`config.mk`:
```
export PLATFORM = sky130hd
export DESIGN_NAME = multiplier_digit_serial_ctrl
export DESIGN_NICKNAME = d
export VERILOG_FILES = /design/src/rtl/multiplier_digit_serial_ctrl_pkg.sv /design/src/rtl/multiplier_digit_serial_ctrl_partial.sv /design/src/rtl/multiplier_digit_serial_ctrl.sv
export SDC_FILE = /design/constraint.sdc
export NUM_CORES = 1
export LEC_CHECK = 0
export BUFFER_PORTS_ARGS = -buffer_cell sky130_fd_sc_hd__buf_2
export CAP_MARGIN = 20
export CELL_PAD_IN_SITES_DETAIL_PLACEMENT = 1
export CELL_PAD_IN_SITES_GLOBAL_PLACEMENT = 1
export CORE_UTILIZATION = 39
export CTS_CLUSTER_DIAMETER = 150
export CTS_CLUSTER_SIZE = 12
export DETAILED_ROUTE_END_ITERATION = 12
export HOLD_SLACK_MARGIN = 0.06
export PLACE_DENSITY = 0.82
export SLEW_MARGIN = 20
export SYNTH_ARGS = -nofsm -noshare
export SYNTH_HDL_FRONTEND = slang
export SYNTH_SLANG_ARGS = --single-unit
```
`constraint.sdc`:
```
create_clock -name clk -period 3.2 [get_ports clk]
set_input_delay 0.64 -clock clk [delete_from_list [all_inputs] [get_ports clk]]
set_output_delay 0.64 -clock clk [all_outputs]
set_load 0.02 [all_outputs]
```
`src/rtl/multiplier_digit_serial_ctrl_pkg.sv`:
```
// Shared definitions for the digit-serial (radix-4) multiplier controller.
// State encodings and digit width used by the controller and the partial-product cell.
package multiplier_digit_serial_ctrl_pkg;
   localparam logic [1:0] ST_IDLE = 2'd0;
   localparam logic [1:0] ST_BUSY = 2'd1;
   localparam logic [1:0] ST_DONE = 2'd2;
   localparam int         DIGIT_W = 2;
endpackage

```
`src/rtl/multiplier_digit_serial_ctrl_partial.sv`:
```
// Combinational 2-bit x WIDTH-bit partial-product generator.
// AND-gate rows for each digit bit, summed by a gate-level ripple of full-adder cells.
import multiplier_digit_serial_ctrl_pkg::*;

module multiplier_2xn_partial #(
   parameter int WIDTH = 4
) (
   input  logic [WIDTH-1:0]   mcand,
   input  logic [DIGIT_W-1:0] digit,
   output logic [WIDTH+1:0]   pp
);
   logic [WIDTH:0]   row0;
   logic [WIDTH:0]   row1;
   logic [WIDTH+1:0] carry;

   // row1 is pre-shifted by one: digit bit 1 has weight 2
   assign row0     = {1'b0, mcand & {WIDTH{digit[0]}}};
   assign row1     = {mcand & {WIDTH{digit[1]}}, 1'b0};
   assign carry[0] = 1'b0;

   for (genvar i = 0; i <= WIDTH; i++) begin : g_fa
      assign pp[i]      = row0[i] ^ row1[i] ^ carry[i];
      assign carry[i+1] = (row0[i] & row1[i]) | (carry[i] & (row0[i] ^ row1[i]));
   end

   assign pp[WIDTH+1] = carry[WIDTH+1];
endmodule

```
`src/rtl/multiplier_digit_serial_ctrl.sv`:
```
// Radix-4 shift-add multiply sequencer: one multiplier digit per cycle, fixed WIDTH/2 cycles.
// Owns operand/accumulator registers, digit counter and both valid/ready handshakes.
import multiplier_digit_serial_ctrl_pkg::*;

module multiplier_digit_serial_ctrl #(
   parameter int WIDTH = 4,
   parameter int CNT_W = $clog2(WIDTH/2) + 1
) (
   input  logic                 clk,
   input  logic                 rst,
   input  logic                 in_valid,
   output logic                 in_ready,
   input  logic [WIDTH-1:0]     num1,
   input  logic [WIDTH-1:0]     num2,
   output logic                 out_valid,
   input  logic                 out_ready,
   output logic [2*WIDTH-1:0]   product,
   output logic                 busy
);
   logic [1:0]         state;
   logic [1:0]         state_next;
   logic [WIDTH-1:0]   mcand;
   logic [WIDTH-1:0]   mplier;
   logic [2*WIDTH-1:0] acc;
   logic [2*WIDTH-1:0] pp_ext;
   logic [2*WIDTH-1:0] acc_sum;
   logic [CNT_W-1:0]   cnt;
   logic [WIDTH+1:0]   pp;
   logic               last_digit;
   logic               accept;

   multiplier_2xn_partial #(.WIDTH(WIDTH)) u_partial (
      .mcand (mcand),
      .digit (mplier[DIGIT_W-1:0]),
      .pp    (pp)
   );

   assign pp_ext     = (2*WIDTH)'(pp);
   assign acc_sum    = acc + (pp_ext << {cnt, 1'b0});
   assign last_digit = (cnt == CNT_W'(WIDTH/2 - 1));
   assign accept     = in_valid && in_ready;

   always_ff @(posedge clk or posedge rst) begin
      if (rst) state <= ST_IDLE;
      else     state <= state_next;
   end

   always_comb begin
      state_next = state;
      case (state)
         ST_IDLE: if (in_valid)   state_next = ST_BUSY;
         ST_BUSY: if (last_digit) state_next = ST_DONE;
         ST_DONE: if (out_ready)  state_next = ST_IDLE;
         default:                 state_next = ST_IDLE;
      endcase
   end

   // Registered-state decode only: in_ready never depends on out_ready
   always_comb begin
      in_ready  = (state == ST_IDLE);
      busy      = (state == ST_BUSY);
      out_valid = (state == ST_DONE);
   end

   always_ff @(posedge clk or posedge rst) begin
      if (rst) begin
         mcand   <= '0;
         mplier  <= '0;
         acc     <= '0;
         cnt     <= '0;
         product <= '0;
      end else if (accept) begin
         mcand  <= num1;
         mplier <= num2;
         acc    <= '0;
         cnt    <= '0;
      end else if (state == ST_BUSY) begin
         acc    <= acc_sum;
         mplier <= mplier >> DIGIT_W;
         cnt    <= cnt + CNT_W'(1);
         // product is a separate register so it survives the next accept clearing acc
         if (last_digit) product <= acc_sum;
      end
   end
endmodule

```
==> metrics.md, run 1 <==
| Metric | Value |
|---|---|
| Sw Pwr | just over 0.9 mW |
| Internal power | 1.10 mW |
| Placeable core area | 4060 sq um |
| Number of cell rows | 23 |
| Die width | 67.3 um |
| Area Growth Syn to Fin | 20.5% |
| Power per cell area | roughly 1000 nW/um^2 |
| DR vias | 1409 |
| Via density | 5.28 |
| Number of routed nets with antenna violations | 0 |
| Worst vdd ir | around 0.00053 V |
| CTS Buffer Depth | 2 |
| Setup crit start kind | register |
| WL/cell | 14.7 um |
| Number of synthesized flops with an enable pin | 0 |
| Net Sw Frac | between 40% and 50% |
| DRC violations left | 0 |
| R2R Setup Slk | 110 ps |
| Final Total Pwr | 2.01 mW |
| Clock latency at the later pin of the worst-skew pair | around 280 ps |
| Initial Utilization | roughly 40% |
| DRT Wirelength | 3.93 mm |
| Fin nets | roughly 240 |
| Post-detail-place hpwl | 2.88 mm |
| Gr ovfl total | 0 |
| Diodes inserted | 0 |
| Setup Skew | 4.32 ps |
| Maximum clock rate | between 0.3 and 0.4 GHz |
| Post-Syn Nets | around 210 |
| Final Cycle Share | slightly below 100% |
| Setup tns final | 0 ps |
| Final setup vio count | 0 |
| Most frequent cells in the layout | nand2_1, dfrtp_1, buf_2 |
| # IOs | 23 |
| Largest fanout on the critical path | 3 |
| Top_reg_cell synth | dfrtp_1 |
| Total CTS buffers | 3 |
| H-tree Lvls | 1 |
| Vias in the first global route | 1455 |
| Max_cap viols | 0 |
| 1st-iter DRT viols | 47 |
| Root buf cell | clkbuf_8 |
| CTS Hold Bufs | 0 |
| Synth top area cells | dfrtp_1, nand2_1, ha_1 |
| Comb pwr share | 58.0% |
| Worst Path Arrival | ~3200 ps |
| Area share of the largest cell type after synthesis | 42.1% |
| Clock transition at the registers of the reported paths | 100 ps |
| Die H | 67.3 um |
| Fill count | 501 |
| CTS tree | done |
| Seq pwr share | a little under a third |
| Fin. Hold Viols | 0 |
| Fin. max-slew vios | 0 |
| Final critical-path required period | 3090 ps |
| Clk pwr share | 11.1% |
| Syn Area/Cell | 8.89 sq um |
| HP Class | in -> async |
| 1st-pass router iterations | 4 |
| Share of layout cells above drive strength 1 | 27.6% |
| Ys async rst share | 100% |
| Clock sink total | 28 |
| Unrepaired setup endpoints after global routing | true |
| Status | completed |
| Initial antenna violation count | 0 |
| GRT Util Overall | 20.1% |
| Post-Syn Area | roughly 1700 sq um |
| Crit path kind | reg -> reg |
| GP Congestion | 0.758 |
| Rel. slew slack | 59.6% |
| Register area share after synthesis | about 42% |
| Largest net degree at the start of global routing | 29 |
| Global-route wire length before repair | 6.84 mm |
| Lkg Pwr | 0.997 nW |
| Commonest non-fill, non-tap cell in the layout | nand2_1 |
| YS warnings | 0 |
| Library cells used by synthesis | 36 |
| Cells after Synth | between 150 and 200 |
| Top cell type by total area after synthesis | dfrtp_1 |
| Port Buffers | 22 |
| Register bit total from synthesis | 28 |
| CP endpoint kind | register |
| Worst Path Required | 3350 ps |
| Full die area | ~4500 sq um |
| Worst slew pin tran | 605 ps |
## final timing paths
path	endpoint	from	cells after the start
worst max-delay path	product[7]	mplier[0]	15
worst min-delay path	acc[0]	rst	2
worst max register to register	product[7]	mplier[0]	15
worst min register to register	product[3]	product[3]	2
max in group asynchronous	acc[3]	rst	2
min in group clk	product[3]	product[3]	2
## worst max-delay path, cell delays in order, from the launching register on
cell	delay, ps
dfrtp_1	410
and2_1	150
ha_2	190
fa_2	340
inv_2	60
fa_2	180
inv_2	40
ha_4	210
a21oi_4	150
mux2i_1	100
ha_1	350
a21o_1	200
a31o_2	220
a21oi_2	150
xnor2_2	140
o21ai_1	80
## cell usage after synthesis (2+ instances only)
master and number:
and2_1 6, xnor2_1 2, nand2_1 36, o21ai_1 7
nor2b_1 2, dfrtp_1 28, a22oi_1 2, inv_1 10
nand2b_1 6, clkbuf_1 6, xor2_1 3, o21ai_0 17
and3_1 2, nand3_1 13, nor3_1 2, nor2_1 7
or4_1 2, a21o_1 2, a21oi_1 6, ha_1 10
fa_1 3
## through the flow
stage / hold WS (ps) / cell area (sq um) / cells / setup WS, ps / util [%]
2_1_floorplan: 452 / 1660 / 187 / 120 / -
3_3_place_gp: 456 / 1850 / 258 / 41.6 / 45.5
3_5_place_dp: 465 / 1850 / 258 / -112 / 45.5
4_1_cts: 488 / 1940 / 264 / 16.9 / 47.7
5_1_grt: 463 / 2000 / 267 / -33.6 / 49.4
6_report: 421 / 2000 / 267 / 106 / 49.4
## power groups by stage
stage | Combinational, mW | Sequential [mW] | Clock [mW]
6_report | 1.16 | 0.620 | 0.223
5_1_grt | 1.32 | 0.644 | 0.246
4_1_cts | 1.09 | 0.622 | 0.229
3_5_place_dp | 1.04 | 0.630 | 0
3_3_place_gp | 0.998 | 0.618 | 0
2_1_floorplan | 0.723 | 0.630 | 0
## sequential cells by signal, indices dropped and copies added, names as in the netlist
signal	cells
acc	8
product	8
mcand	4
mplier	4
cnt	2
state	2
## kinds of logic after synthesis
| kind of cell | synth area share, % |
|---|---|
| simple gates | 23.7 |
| compound gates | 13.7 |
| flops | 42.1 |
| buf+inv | 4.51 |
| fa+ha+maj | 11.1 |
| xor+xnor | 2.63 |
| mux | 2.18 |
## layer usage
metal	part of all wire [%]	global-route usage (%)	wire (um)
met1	46	25.5	1790
met2	51	35.9	2000
met3	2.2	2.03	88
met4	1.1	5.59	44
met5	0	0	0
## repair_timing
| action | in CTS | in global routing |
|---|---|---|
| pin swaps | 4 | 11 |
| endpoints found under the hold margin | 0 | 0 |
| resized for setup | 6 | 10 |
| setup buffers | 2 | 3 |
| setup endpoints to repair | 4 | 8 |
## final cells by class
cell class / instances / area (sq um) / share of cell area (%)
clock buffers: 4 / 55.1 / 2.75
inverters: 11 / 41.3 / 2.06
multi-input cells: 141 / 952 / 47.5
flip-flops and latches: 28 / 701 / 35.0
well taps: 50 / 62.6 / 3.12
repair buffers: 33 / 193 / 9.61
Power figures use the tool's default switching activity.
==> run 2: changes to the inputs <==
--- a/config.mk
+++ b/config.mk
@@ -5,11 +5,12 @@
 export SDC_FILE = /design/constraint.sdc
 export NUM_CORES = 1
 export LEC_CHECK = 0
+export ABC_AREA = 1
 export BUFFER_PORTS_ARGS = -buffer_cell sky130_fd_sc_hd__buf_2
 export CAP_MARGIN = 20
 export CELL_PAD_IN_SITES_DETAIL_PLACEMENT = 1
 export CELL_PAD_IN_SITES_GLOBAL_PLACEMENT = 1
-export CORE_UTILIZATION = 39
+export CORE_UTILIZATION = 38
 export CTS_CLUSTER_DIAMETER = 150
 export CTS_CLUSTER_SIZE = 12
 export DETAILED_ROUTE_END_ITERATION = 12
==> run 2 against run 1 <==
Die area is 5.3% higher. Routed wire length up 11%. Final cell count increased by 12%. Sequential share of layout area up 0.60 points. Design area decreased by 1.5%. First-iteration DRC count fell by 2.1%. Critical path depth grew 5. Setup slack improved by 43 ps. Via count increased by 8.5%. Synthesized cell count up 17%. Non-clock buffer count fell by 6. Largest power group unchanged. Highest routed layer unchanged.
==> metrics.md, run 2 <==
| Metric | Value |
|---|---|
| Max_cap viols | 0 (unchanged) |
| DR WL met2 | 2.17 mm (+8.4%) |
| CTS Hold Bufs | 0 (unchanged) |
| Rel. slew slack | 60.2% (+0.64 points) |
| Worst slew pin tran | 596 ps (-9.53 ps) |
| Global-route wire length before repair | 7.44 mm (+8.8%) |
| 1st-pass router iterations | 4 (unchanged) |
| R2r startpoint | mcand[0] |
| Crit path kind | reg -> reg |
| Maximum clock rate | 0.328 GHz (+1.4%) |
| Vias in the first global route | 1611 (+11%) |
| Largest net degree at the start of global routing | 29 (unchanged) |
| Clock latency at the later pin of the worst-skew pair | 280 ps (about the same) |
| Via density | 5.13 (-2.8%) |
| Post-Syn Area | 1710 sq um (+2.8%) |
| Placeable core area | 4320 sq um (+6.6%) |
| FF+latch area | 702 sq um (+0.18%) |
| Final critical-path required period | 3050 ps (-43.0 ps) |
| Crit-path cells | nand2_1 > inv_1 > ha_1 > fa_1 > inv_1 > fa_1 > inv_1 > ha_1 > nand3_1 > o21ai_2 > ha_1 > nand2_1 > inv_1 > nand2_1 > nand2_2 > inv_1 > nand2_1 > nand2_1 > nand3_1 > nand2_1 |
| Worst Path Arrival | 3270 ps (+30 ps) |
| Post-route insts no fill | 298 (+12%) |
| GRT Util Overall | 19.3% (-0.83 points) |
| Clock sink total | 28 (unchanged) |
| Setup WS pre-CTS | 154 ps (+266 ps) |
| Met3 WL | 166 um (+89%) |
| Final Cycle Share | 95.3% (-1.3 points) |
| Largest fanout on the critical path | 4 (+1) |
| CTS Buffer Depth | 2 (unchanged) |
| Footprint of the multi-input gates | 862 sq um (-9.5%) |
| HP Class | in -> async |
| Placed insts | 289 (+12%) |
| Fin. max-slew vios | 0 (unchanged) |
| Top cell type by total area after synthesis | dfrtp_1 |
| DRT Wirelength | 4.35 mm (+11%) |
| Most common cell in the synthesized netlist | nand2_1 |
| Post-Syn Nets | 244 (+15%) |
| # IOs | 23 (unchanged) |
| Fill count | 562 (+12%) |
| CTS tree | done |
| Commonest non-fill, non-tap cell in the layout | nand2_1 |
| Die H | 69.1 um (+2.6%) |
| Die width | 69.1 um (+2.6%) |
| Most frequent cells in the layout | nand2_1, dfrtp_1, inv_1 |
| Fin. Hold Viols | 0 (unchanged) |
| DR vias | 1529 (+8.5%) |
| Post-Route M1 WL | 1.92 mm (+7.0%) |
| Number of routed nets with antenna violations | 0 (unchanged) |
| Top_reg_cell synth | dfrtp_1 |
| Final Total Pwr | 2.16 mW (+7.6%) |
| Post-detail-place hpwl | 3.18 mm (+11%) |
| H-tree Lvls | 1 (unchanged) |
| Power per cell area | 1090 nW/um^2 (+9.2%) |
| CP endpoint kind | register |
| Buffers & Inverters on Critical Path | 5 (+3) |
| Full die area | 4770 sq um (+5.3%) |
| DRC violations left | 0 (unchanged) |
| Share of layout cells above drive strength 1 | 21.5% (-6.1 points) |
| Clock transition at the registers of the reported paths | 100 ps (about the same) |
| Ys async rst share | 100% (unchanged) |
| Area Growth Syn to Fin | 15.5% |
| Area share of the largest cell type after synthesis | 41.0% (-1.1 points) |
| Crit-path leading delay family | adder cells |
| GP Congestion | 0.863 (+14%) |
| Final setup vio count | 0 (unchanged) |
| Register area share after synthesis | 41.0% (-1.1 points) |
| Initial antenna violation count | 0 (unchanged) |
| Top sig layer | met4 |
| Critical Path Slowest Stage Cell | dfrtp_1 |
| Worst path max stage delay | 450 ps (+40 ps) |
| Synth top cells by count | nand2_1, dfrtp_1, inv_1, nand3_1, a21oi_1 |
| Library cells used by synthesis | 28 (-22%) |
| Worst Setup SP | mcand[0] |
| Final WS setup | 149 ps (+43.0 ps) |
| Gr ovfl total | 0 (unchanged) |
| Number of cell rows | 24 (+4.3%) |
| Fin nets | 272 (+12%) |
| 1st-iter DRT viols | 46 (-2.1%) |
| WL/cell | 14.6 um (-0.70%) |
| Setup crit start kind | register |
| Number of synthesized flops with an enable pin | 0 (unchanged) |
| Lkg Pwr | 1.08 nW (+8.3%) |
| Cells after Synth | 219 (+17%) |
| Port Buffers | 22 (unchanged) |
| Largest regs | acc x8, product x8 |
| Diodes inserted | 0 (unchanged) |
| Register bit total from synthesis | 28 (unchanged) |
| Status | completed |
| Cell mode on critical path | nand2_1 |
| Syn Area/Cell | 7.80 sq um (-12%) |
| Total CTS buffers | 3 (unchanged) |
| Initial Utilization | 39.5% (-1.5 points) |
| Worst hold slack | 413 ps (-7.99 ps) |
| Setup tns final | 0 ps (unchanged) |
| Worst Path Required | 3420 ps (+70 ps) |
| Root buf cell | clkbuf_8 |
| Synth top area cells | dfrtp_1, nand2_1, ha_1 |
| Worst vdd ir | 0.000434 V (-18%) |
| Setup Skew | 1.47 ps (-2.85 ps) |
| YS warnings | 0 (unchanged) |
==> run 2: changes by cell type in the layout (fill, tap and decap cells not counted), sizes merged, moves of 6 or more <==
cell / delta
inv: +22
nand2b: -7
o21ai: -8
and2: -6
nand2: +45
buf: -6
==> run 2: logic make-up (layout without fill, tap and decap cells) <==
family	after synthesis	count (layout)	synth area share [%]
simple gates	105	105	26.2
buf+inv	37	64	9.44
compound gates	33	33	11.0
flops	28	28	41.0
fa+ha+maj	13	13	10.8
xor+xnor	3	3	1.54
==> run 2: routing by layer <==
| metal | up-vias | GRT usage [%] |
|---|---|---|
| met5 | - | 0 |
| met4 | 0 | 5.44 |
| met3 | 12 | 4.09 |
| met2 | 41 | 33.7 |
| met1 | 726 | 23.8 |
| li1 | 750 | - |
==> run 2: final cells by class <==
cell class	instances	area share (%)
clock buffer	3	2.09
multi-input combinational	154	43.7
timing repair buffer	27	7.48
sequential	28	35.6
inverter	33	6.40
tap	52	3.30
clock inverter	1	1.52
==> run 2: where the power goes <==
group	internal [mW]	total, mW	leakage (nW)	switching (mW)
logic	0.450	1.23	0.686	0.780
registers	0.504	0.645	0.358	0.141
clock network	0.168	0.285	0.0357	0.117
==> run 2: worst reg2reg max path, cell delays in order, from the launching register on <==
cell and delay (ps):
dfrtp_1 450, nand2_1 90, inv_1 40, ha_1 190
fa_1 360, inv_1 80, fa_1 150, inv_1 40
ha_1 300, nand3_1 110, o21ai_2 80, ha_1 360
nand2_1 120, inv_1 50, nand2_1 80, nand2_2 60
inv_1 80, nand2_1 70, nand2_1 100, nand3_1 110
nand2_1 70
==> run 2: path summary, 6_finish.rpt <==
check                        endpoint  cells past startpoint  slack (ps)
max                            acc[7]                     20         150
min                            acc[0]                      2         410
max reg2reg                    acc[7]                     20         150
min reg2reg                product[1]                      2         490
max in group asynchronous   mplier[0]                      2        2360
min in group clk           product[1]                      2         490
==> run 2: timing repair <==
action                                  4_1_cts  5_1_grt
setup buffers                                 0        5
hold endpoints to repair                      0        0
endpoints found under the setup margin        0        7
resized for setup                             0        7
==> run 2: per-stage QoR <==
| stage | util (%) | cell area [sq um] |
|---|---|---|
| after global placement | 42.8 | 1850 |
| after global routing | 45.7 | 1970 |
| after CTS | 44.4 | 1920 |
| final | 45.7 | 1970 |
| after detailed placement | 42.8 | 1850 |
| after floorplan | - | 1710 |
